==> config.mk <==
export PLATFORM = sky130hd
export DESIGN_NAME = div_unit
export DESIGN_NICKNAME = d
export VERILOG_FILES = /design/src/rtl/pipeline_types.sv /design/src/rtl/clz32.sv /design/src/rtl/div_unit.sv
export SDC_FILE = /design/constraint.sdc
export NUM_CORES = 1
export LEC_CHECK = 0
export BUFFER_PORTS_ARGS = -buffer_cell sky130_fd_sc_hd__buf_2
export CAP_MARGIN = 20
export CORE_MARGIN = 5
export CORE_UTILIZATION = 55
export DETAILED_ROUTE_END_ITERATION = 8
export PLACE_DENSITY = 0.76
export SLEW_MARGIN = 10
export SYNTH_ARGS = -nofsm -noshare
export SYNTH_HDL_FRONTEND = slang
export SYNTH_HIERARCHICAL = 1
export SYNTH_SLANG_ARGS = --single-unit
==> constraint.sdc <==
create_clock -name clk -period 3.55 [get_ports clk]
set_input_delay 0.355 -clock clk [delete_from_list [all_inputs] [get_ports clk]]
set_output_delay 0.355 -clock clk [all_outputs]
set_load 0.05 [all_outputs]
==> src/rtl/pipeline_types.sv <==
// rtl/pipeline_types.sv - shared execute-pipeline types: bus widths and divider FSM states
package pipeline_types;

  typedef logic [31:0] bus32_t;
  typedef logic [63:0] bus64_t;

  typedef enum logic [1:0] {
    IDLE = 2'd0,
    DIV  = 2'd1,
    DONE = 2'd2
  } div_state_t;

  // Two's-complement magnitude; 0x80000000 maps onto itself, which is its unsigned magnitude.
  function automatic bus32_t abs32(input bus32_t v, input logic neg);
    return neg ? bus32_t'(~v + 32'd1) : v;
  endfunction

endpackage

==> src/rtl/clz32.sv <==
// rtl/clz32.sv - 32-bit leading-zero counter; an all-zero input yields 32
module clz32 (
  input  logic [31:0] i_data,
  output logic [5:0]  o_clz
);

  always_comb begin
    o_clz = 6'd32;
    for (int i = 0; i < 32; i++) begin
      if (i_data[i]) o_clz = 6'(31 - i);
    end
  end

endmodule

==> src/rtl/div_unit.sv <==
// rtl/div_unit.sv - iterative radix-2 restoring divider, signed/unsigned, one quotient bit per cycle
// Optional DIV_EARLY_OUT_EN: skips leading-zero iterations of the dividend via clz32.
module div_unit
  import pipeline_types::*;
#(
  parameter int DIV_WIDTH = 32
) (
  input  logic                   clk,
  input  logic                   rst_n,
  input  logic                   div_flush,
  input  logic [DIV_WIDTH-1:0]   div_data1,
  input  logic [DIV_WIDTH-1:0]   div_data2,
  input  logic                   div_signed,
  input  logic                   div_start,
  output logic [2*DIV_WIDTH-1:0] div_result,
  output logic                   div_done
);

  localparam int                CNT_W    = 6;
  localparam logic [CNT_W-1:0]  LAST_CNT = 6'd31;

  div_state_t       r_state;
  logic [CNT_W-1:0] r_cnt;
  bus32_t           r_rem;
  bus32_t           r_dvd;
  bus32_t           r_dvs;
  logic             r_q_neg;
  logic             r_r_neg;
  logic             r_done;
  bus64_t           r_result;

  logic             w_s1;
  logic             w_s2;
  bus32_t           w_abs1;
  bus32_t           w_abs2;
  logic             w_start;
  bus32_t           w_dvd_init;
  logic [CNT_W-1:0] w_cnt_init;
  logic [32:0]      w_rem_sh;
  logic             w_ge;
  bus32_t           w_rem_nxt;
  bus32_t           w_dvd_nxt;
  bus32_t           w_quo_fix;
  bus32_t           w_rem_fix;

  assign w_s1   = div_signed & div_data1[31];
  assign w_s2   = div_signed & div_data2[31];
  assign w_abs1 = abs32(div_data1, w_s1);
  assign w_abs2 = abs32(div_data2, w_s2);

  // The done-pulse cycle still belongs to the finished operation, so a start held there is ignored.
  assign w_start = div_start & ~div_flush & ~r_done;

`ifdef DIV_EARLY_OUT_EN
  logic [5:0] w_clz;

  clz32 u_clz (
    .i_data (w_abs1),
    .o_clz  (w_clz)
  );

  // Leading zeros only produce zero quotient bits, so start the counter past them.
  assign w_dvd_init = w_clz[5] ? '0 : (w_abs1 << w_clz[4:0]);
  assign w_cnt_init = w_clz[5] ? LAST_CNT : w_clz;
`else
  assign w_dvd_init = w_abs1;
  assign w_cnt_init = '0;
`endif

  assign w_rem_sh  = {r_rem, r_dvd[31]};
  assign w_ge      = (w_rem_sh >= {1'b0, r_dvs});
  assign w_rem_nxt = w_ge ? (w_rem_sh[31:0] - r_dvs) : w_rem_sh[31:0];
  assign w_dvd_nxt = {r_dvd[30:0], w_ge};

  assign w_quo_fix = r_q_neg ? bus32_t'(~r_dvd + 32'd1) : r_dvd;
  assign w_rem_fix = r_r_neg ? bus32_t'(~r_rem + 32'd1) : r_rem;

  always_ff @(posedge clk or negedge rst_n) begin
    if (!rst_n) begin
      r_state  <= IDLE;
      r_cnt    <= '0;
      r_rem    <= '0;
      r_dvd    <= '0;
      r_dvs    <= '0;
      r_q_neg  <= 1'b0;
      r_r_neg  <= 1'b0;
      r_done   <= 1'b0;
      r_result <= '0;
    end else begin
      r_done <= 1'b0;
      if (div_flush) begin
        r_state <= IDLE;
      end else begin
        case (r_state)
          IDLE: begin
            if (w_start) begin
              r_dvs <= w_abs2;
              if (div_data2 == '0) begin
                // Divide-by-zero returns the raw dividend as remainder, uncorrected.
                r_rem   <= div_data1;
                r_dvd   <= '1;
                r_q_neg <= 1'b0;
                r_r_neg <= 1'b0;
                r_state <= DONE;
              end else begin
                r_rem   <= '0;
                r_dvd   <= w_dvd_init;
                r_cnt   <= w_cnt_init;
                r_q_neg <= w_s1 ^ w_s2;
                r_r_neg <= w_s1;
                r_state <= DIV;
              end
            end
          end
          DIV: begin
            r_rem <= w_rem_nxt;
            r_dvd <= w_dvd_nxt;
            r_cnt <= r_cnt + 1'b1;
            if (r_cnt == LAST_CNT) r_state <= DONE;
          end
          DONE: begin
            r_done   <= 1'b1;
            r_result <= {w_rem_fix, w_quo_fix};
            r_state  <= IDLE;
          end
          default: r_state <= IDLE;
        endcase
      end
    end
  end

  assign div_done   = r_done;
  assign div_result = r_result;

endmodule

==> results of run 1 <==
## per-layer routing
metal	share of wire, %	vias up
met1	45	5267
met3	8.7	85
met4	3.8	0
met2	42	553
li1	-	5447
met5	0	-
## worst max-delay path, stage by stage, from the launching register on
cell     delay, ns
dfrtp_1       0.44
inv_1         0.15
ha_1          0.18
or3b_1        0.36
or3_1         0.37
or4b_4        0.55
or4_4         0.45
or3_4         0.36
o21ai_2       0.13
xor2_1        0.16
o21ai_1       0.07
## cell families (layout without fill, tap and decap cells)
| kind of cell | count (synthesis) | in the layout | synth area share, % |
|---|---|---|---|
| and+or+nand+nor | 497 | 497 | 20.1 |
| adders and majority gates | 38 | 38 | 4.08 |
| DFF | 171 | 171 | 36.2 |
| AOI/OAI and AO/OA | 452 | 452 | 23.1 |
| xor gates and xnor gates | 136 | 136 | 10.1 |
| buffers and inverters | 135 | 272 | 4.68 |
| other | 0 | 1 | 0 |
| muxes | 20 | 20 | 1.73 |
## cell usage after synthesis, types with 21 or more instances
cell type	number
nor3_1	21
xor2_1	81
o31ai_1	33
o21ai_0	175
clkbuf_1	68
ha_1	37
a21oi_1	105
dfrtp_1	171
inv_1	55
nand2_1	223
nor2_1	90
xnor2_1	55
nand3_1	31
## power breakdown
| group | total (mW) | switching (mW) | internal, mW |
|---|---|---|---|
| clock network | 1.92 | 0.914 | 1.01 |
| registers | 2.59 | 0.391 | 2.20 |
| logic | 3.65 | 2.17 | 1.47 |
## worst max path at each step
stage / from / end / cells after the start
after floorplan: r_rem[0] / div_result[60] / 11
after global placement: r_rem[0] / div_result[62] / 10
after detailed placement: r_rem[0] / div_result[60] / 10
after CTS: r_rem[0] / div_result[60] / 10
after global routing: r_rem[0] / div_result[60] / 10
final: r_rem[0] / div_result[60] / 10
## state kept, by name (all words and copies together) (netlist names)
| signal | flops |
|---|---|
| div_result | 64 |
| r_dvd | 32 |
| r_dvs | 32 |
| r_rem | 32 |
| r_cnt | 6 |
| r_state | 2 |
| div_done | 1 |
| r_q_neg | 1 |
| r_r_neg | 1 |
## cell type report
| cell class | instances | share of cell area, % |
|---|---|---|
| inverter | 55 | 1.52 |
| timing repair buffer | 185 | 8.14 |
| clock buffer | 17 | 3.14 |
| clock inverter | 15 | 1.27 |
| sequential | 171 | 31.6 |
| antenna | 1 | 0.0185 |
| multi-input combinational | 1143 | 51.8 |
| tap | 275 | 2.54 |
## through the flow
| step | util (%) | total power [mW] | hold WS [ns] | area (µm²) |
|---|---|---|---|---|
| 2_1_floorplan | - | 4.99 | 0.0594 | 11800 |
| 3_3_place_gp | 61.4 | 6.13 | 0.456 | 12900 |
| 3_5_place_dp | 61.4 | 6.16 | 0.460 | 13000 |
| 4_1_cts | 64.3 | 8.09 | 0.000619 | 13600 |
| 5_1_grt | 64.3 | 8.63 | 0.0395 | 13600 |
| 6_report | 64.3 | 8.16 | -0.0414 | 13600 |
==> metrics.md, run 1 <==
| Metric | Value |
|---|---|
| Status | finished with violations |
| Failing checks | negative hold slack |
| Vias in the first global route | 10,395 |
| Mapped Area | 11,800 µm² |
| Fillers | 1,892 |
| Fmax | 0.300 GHz |
| Area leader, netlist | dfrtp_1 |
| Worst EP required | just under 4 ns |
| Share of cells above drive strength 1 | 16.0% |
| Grt met2 use | 42.6% |
| Reg-to-reg setup timing slack | between 0.2 and 0.25 ns |
| Mean Syn Cell Area | between 8 and 9 µm² |
| Rows | 53 |
| Number of synthesized flops with an enable pin | 0 |
| Final HPWL DP | roughly 28 mm |
| Initial antenna violation count | 1 |
| Worst-path clk slew | 0.08 ns |
| Final Hold Viols | 27 |
| Worst setup SP type | flop |
| MaxCap Viol Count | 0 |
| DRC viols | 0 |
| Critical Path Sink Type | flop |
| Commonest non-fill, non-tap cells in the layout | nand2_1 (222), o21ai_0 (174), dfrtp_1 (171) |
| Worst setup path class | flop to flop |
| I/O pins | 134 |
| Via-to-Cell Ratio | 6.10 |
| RSZ-0062 raised after global routing | false |
| Min cycle time layout | 3.34 ns |
| FF-to-FF End | div_result[60] |
| Power Density | 602 nW/µm² |
| Asr flop ratio synth | 100% |
| Post-DRT Antenna Nets | 0 |
| Initial Util | 56.1% |
| Core area | roughly 21,000 µm² |
| Unique cell type count in the Yosys netlist | 76 |
| Hold crit path type | input port to asynchronous set/reset pin |
| Nets | 1,680 |
| Sequential area share after synthesis | 36.2% |
| Slew margin rel. | 32.0% |
| Global placement routability congestion | 0.996 |
| Final worst-path cycle share | 94.0% |
| Via Count | approximately 11,000 |
| Gr busiest metal | met1 |
| Worst r2r src | r_rem[0] |
| CTS H-tree lvls | 4 |
| Yosys synthesis warning count | 6 |
| Yosys reg bits | 171 |
| Cts repair resizes | 0 |
| VDD IR max | 0.405 mV |
| DRT iter0 DRCs | 1,304 |
| Pins Over Slew Limit | 0 |
| Top cells by area, synth | dfrtp_1 (36%), o21ai_0 (7.4%), nand2_1 (7.1%), xor2_1 (6.0%), a21oi_1 (4.4%) |
| Overall die width | 157 µm |
| First-pass GRT wire length | around 57 mm |
| Final setup viols | 0 |
| Hold_buf cts | 0 |
| Leakage | 6.11 nW |
| Overflow after GRT | 0 |
| Root Driver | clkbuf_16 |
| IO buf count | 133 |
| Clock Path Buffers | 2 |
| GR Util met1 | 43.7% |
| Dpl cells | ~1,800 |
| Critical path arrival | between 3 and 4 ns |
| Cell depth of the worst flop-to-flop path | 10 |
| DR pass1 iterations | 6 |
| Mapped Cells | 1,449 |
| Most used DFF post-synth | dfrtp_1 |
| Post-synth top area share | 36.2% |
| Worst slack, placed | ~0.22 ns |
| Sum Neg Setup Slack | 0 ns |
| Clk sinks | 171 |
| Setup ws final | 0.211 ns |
| Fin Hold WS | -0.0414 ns |
| CTS tree | built |
| Worst-skew pair later-pin latency | ~0.43 ns |
| Die area | 24,600 µm² |
| Syn Nets | 1,556 |
| Setup bufs post-CTS | 0 |
| Multi-input gate area | 7020 µm² |
| CTS Buf Count | 17 |
| Post-Layout Cell Count | 1,862 |
| Worst-margin pin slew | 1.02 ns |
| Area Overhead vs Synth | 14.6% |
| Overall routing resource usage | 29.1% |
| Final Skew | between 0.01 and 0.015 ns |
| Post-Route WL | 35.8 mm |
| Pin count of the biggest net entering global routing | 87 |
| Most common cell after layout, fill and taps aside | nand2_1 |
| Die Span Y | 157 µm |
| Worst Path Max Fanout | 5 |
| Seq. cell area | about 4300 µm² |
| Wire per inst | ~19 µm |
| GRT met3 Usage | between 4 and 5% |
No activity file was read; power rests on OpenSTA's default activity.
==> inputs of run 2 (changes only) <==
Settings changed: MAX_ROUTING_LAYER from default to met4, REMOVE_ABC_BUFFERS from default to 1, SLEW_MARGIN 10 to 20.
==> run 2 against run 1 <==
Against the previous run:
- via count fell by 3.0%
- die area did not move
- highest routed layer unchanged
- count of clock-buffer cells in the layout rose by 1
- non-clock buffer count fell by 8
- final cell count fell by 0.43%
- the run now ends clean
- register-to-register slack barely moved
- combinational power fell by 4%
- clock skew barely moved
==> metrics.md, run 2 (synthesis results as in run 1) <==
| Metric | Value |
|---|---|
| VDD IR max | 0.368 mV |
| Via-to-Cell Ratio | 5.94 |
| CTS H-tree lvls | 4 |
| Critical Path Sink Type | flop |
| Worst-margin pin slew | 0.908 ns |
| GRT met3 Usage | 2.85% |
| Most common cell after layout, fill and taps aside | nand2_1 |
| GR Util met1 | 38.5% |
| Leakage | 6.05 nW |
| Dpl cells | 1,820 |
| Overall die width | 157 µm |
| Fmax | 0.299 GHz |
| Hold crit path type | input port to flop |
| RSZ-0062 raised after global routing | false |
| Post-Layout Cell Count | 1,854 |
| Worst r2r src | r_rem[0] |
| Pin count of the biggest net entering global routing | 103 |
| Die Span Y | 157 µm |
| Final Hold Viols | 0 |
| Worst setup path class | flop to flop |
| Min cycle time layout | 3.35 ns |
| Largest register FFs | 64 |
| Final worst-path cycle share | between 90 and 100% |
| Commonest non-fill, non-tap cells in the layout | nand2_1 (222), o21ai_0 (174), dfrtp_1 (171) |
| MaxCap Viol Count | 0 |
| Max incr delay on CP | 0.57 ns |
| First-pass GRT wire length | about 54 mm |
| FF-to-FF End | div_result[62] |
| Grt met2 use | ~45% |
| Die area | 24,600 µm² |
| Initial Util | 56.1% |
| Status | finished clean |
| I/O pins | 134 |
| Nets | 1,672 |
| Final Skew | 0.0133 ns |
| Worst-path clk slew | 0.07 ns |
| DRT iter0 DRCs | roughly 970 |
| Worst Setup EP | div_result[62] |
| Rows | 53 |
| Gr busiest metal | met2 |
| Final HPWL DP | 25.5 mm |
| DR pass1 iterations | 7 |
| Overflow after GRT | 0 |
| Slew margin rel. | 39.5% |
| Root Driver | clkbuf_16 |
| IO buf count | approximately 130 |
| Worst Path Max Fanout | 5 |
| Overall routing resource usage | around 28% |
| Reg-to-reg setup timing slack | 0.20 ns |
| Worst setup SP type | flop |
| Clk sinks | 171 |
| Initial antenna violation count | 1 |
| Wire per inst | 17.9 µm |
| Post-Route WL | 33.3 mm |
| Via Count | 11,006 |
| Total chip power | 8.02 mW |
| Critical Path Start | r_rem[0] |
| Area Overhead vs Synth | 14.1% |
| Cell depth of the worst flop-to-flop path | 10 |
| Fillers | about 1,900 |
| CTS Buf Count | 17 |
| Post-DRT Antenna Nets | 0 |
| Final setup viols | 0 |
| Worst EP required | 3.86 ns |
| DRC viols | 0 |
| Clock Path Buffers | 2 |
| Vias in the first global route | 10,444 |
| Post-layout util | 64.0% |
| Slowest cell on the critical path | or4b_4 |
| Critical Path, Cell by Cell | inv_1 > ha_1 > or3b_1 > or3_1 > or4b_4 > or4_4 > or3_4 > o21ai_2 > xor2_1 > o21ai_1 |
| Share of cells above drive strength 1 | 15.5% |
| Critical path arrival | 3.66 ns |
| CTS tree | built |
| Pins Over Slew Limit | 0 |
| Power Density | about 590 nW/µm² |
| Worst-skew pair later-pin latency | ~0.44 ns |
| Global placement routability congestion | 0.945 |
| Core area | 21,100 µm² |
run 2: metrics by stage:
| stage | instance area [µm²] | hold slack (ns) | TNS, ns | setup slack, ns |
|---|---|---|---|---|
| 6_report | 13500 | 0.118 | 0 | 0.204 |
| 5_1_grt | 13500 | 0.112 | 0 | 0.106 |
| 4_1_cts | 13500 | 0.106 | 0 | 0.204 |
| 3_5_place_dp | 12900 | 0.359 | 0 | 0.205 |
| 3_3_place_gp | 12900 | 0.357 | 0 | 0.263 |
| 2_1_floorplan | 11500 | 0.0594 | -78.24 | -1.93 |
run 2: power by group:
group	internal, mW	switching [mW]	total (mW)
clock	0.999	0.899	1.90
sequential	2.20	0.407	2.61
combinational	1.45	2.06	3.52
total	4.65	3.37	8.02
run 2: worst max-delay path: cells and delay by family, from the launching register on:
kind,cells,cell delay (ns)
fa+ha+maj,1,0.17
flops,1,0.44
compound gates,2,0.20
xor+xnor,1,0.16
simple gates,5,2.13
buf+inv,1,0.13
run 2: layout make-up:
cell class	count	area (µm²)	area share [%]
Clock buffer	18	429	3.18
Inverter	55	206	1.53
Tap cell	275	344	2.55
Multi-Input combinational cell	1143	7030	52.0
Antenna cell	1	2.50	0.0185
Clock inverter	14	160	1.19
Sequential cell	171	4280	31.7
Timing Repair Buffer	177	1050	7.81
run 2: worst min path at each step:
stage / from / to / slack (ns) / cells after the start
3_5_place_dp: rst_n / r_dvs[2] / 0.36 / 1
3_3_place_gp: rst_n / r_dvs[4] / 0.36 / 1
2_1_floorplan: rst_n / div_done / 0.06 / 0
6_report: div_flush / r_state[1] / 0.12 / 2
4_1_cts: div_flush / r_state[1] / 0.11 / 2
5_1_grt: div_flush / r_state[1] / 0.11 / 2
run 2: repair_timing:
action / CTS / global route
hold buffers: 1 / 0
endpoints found under the setup margin: 0 / 1
hold endpoints to repair: 55 / 0
setup buffers: 0 / 0
resized for setup: 0 / 1
run 2: layer usage:
metal / wire [µm] / share of wire (%) / vias to the layer above
met4: 710 / 2.1 / 0
met1: 14700 / 44 / 5177
met3: 2150 / 6.5 / 41
li1: - / - / 5418
met5: 0 / 0 / -
met2: 15700 / 47 / 370
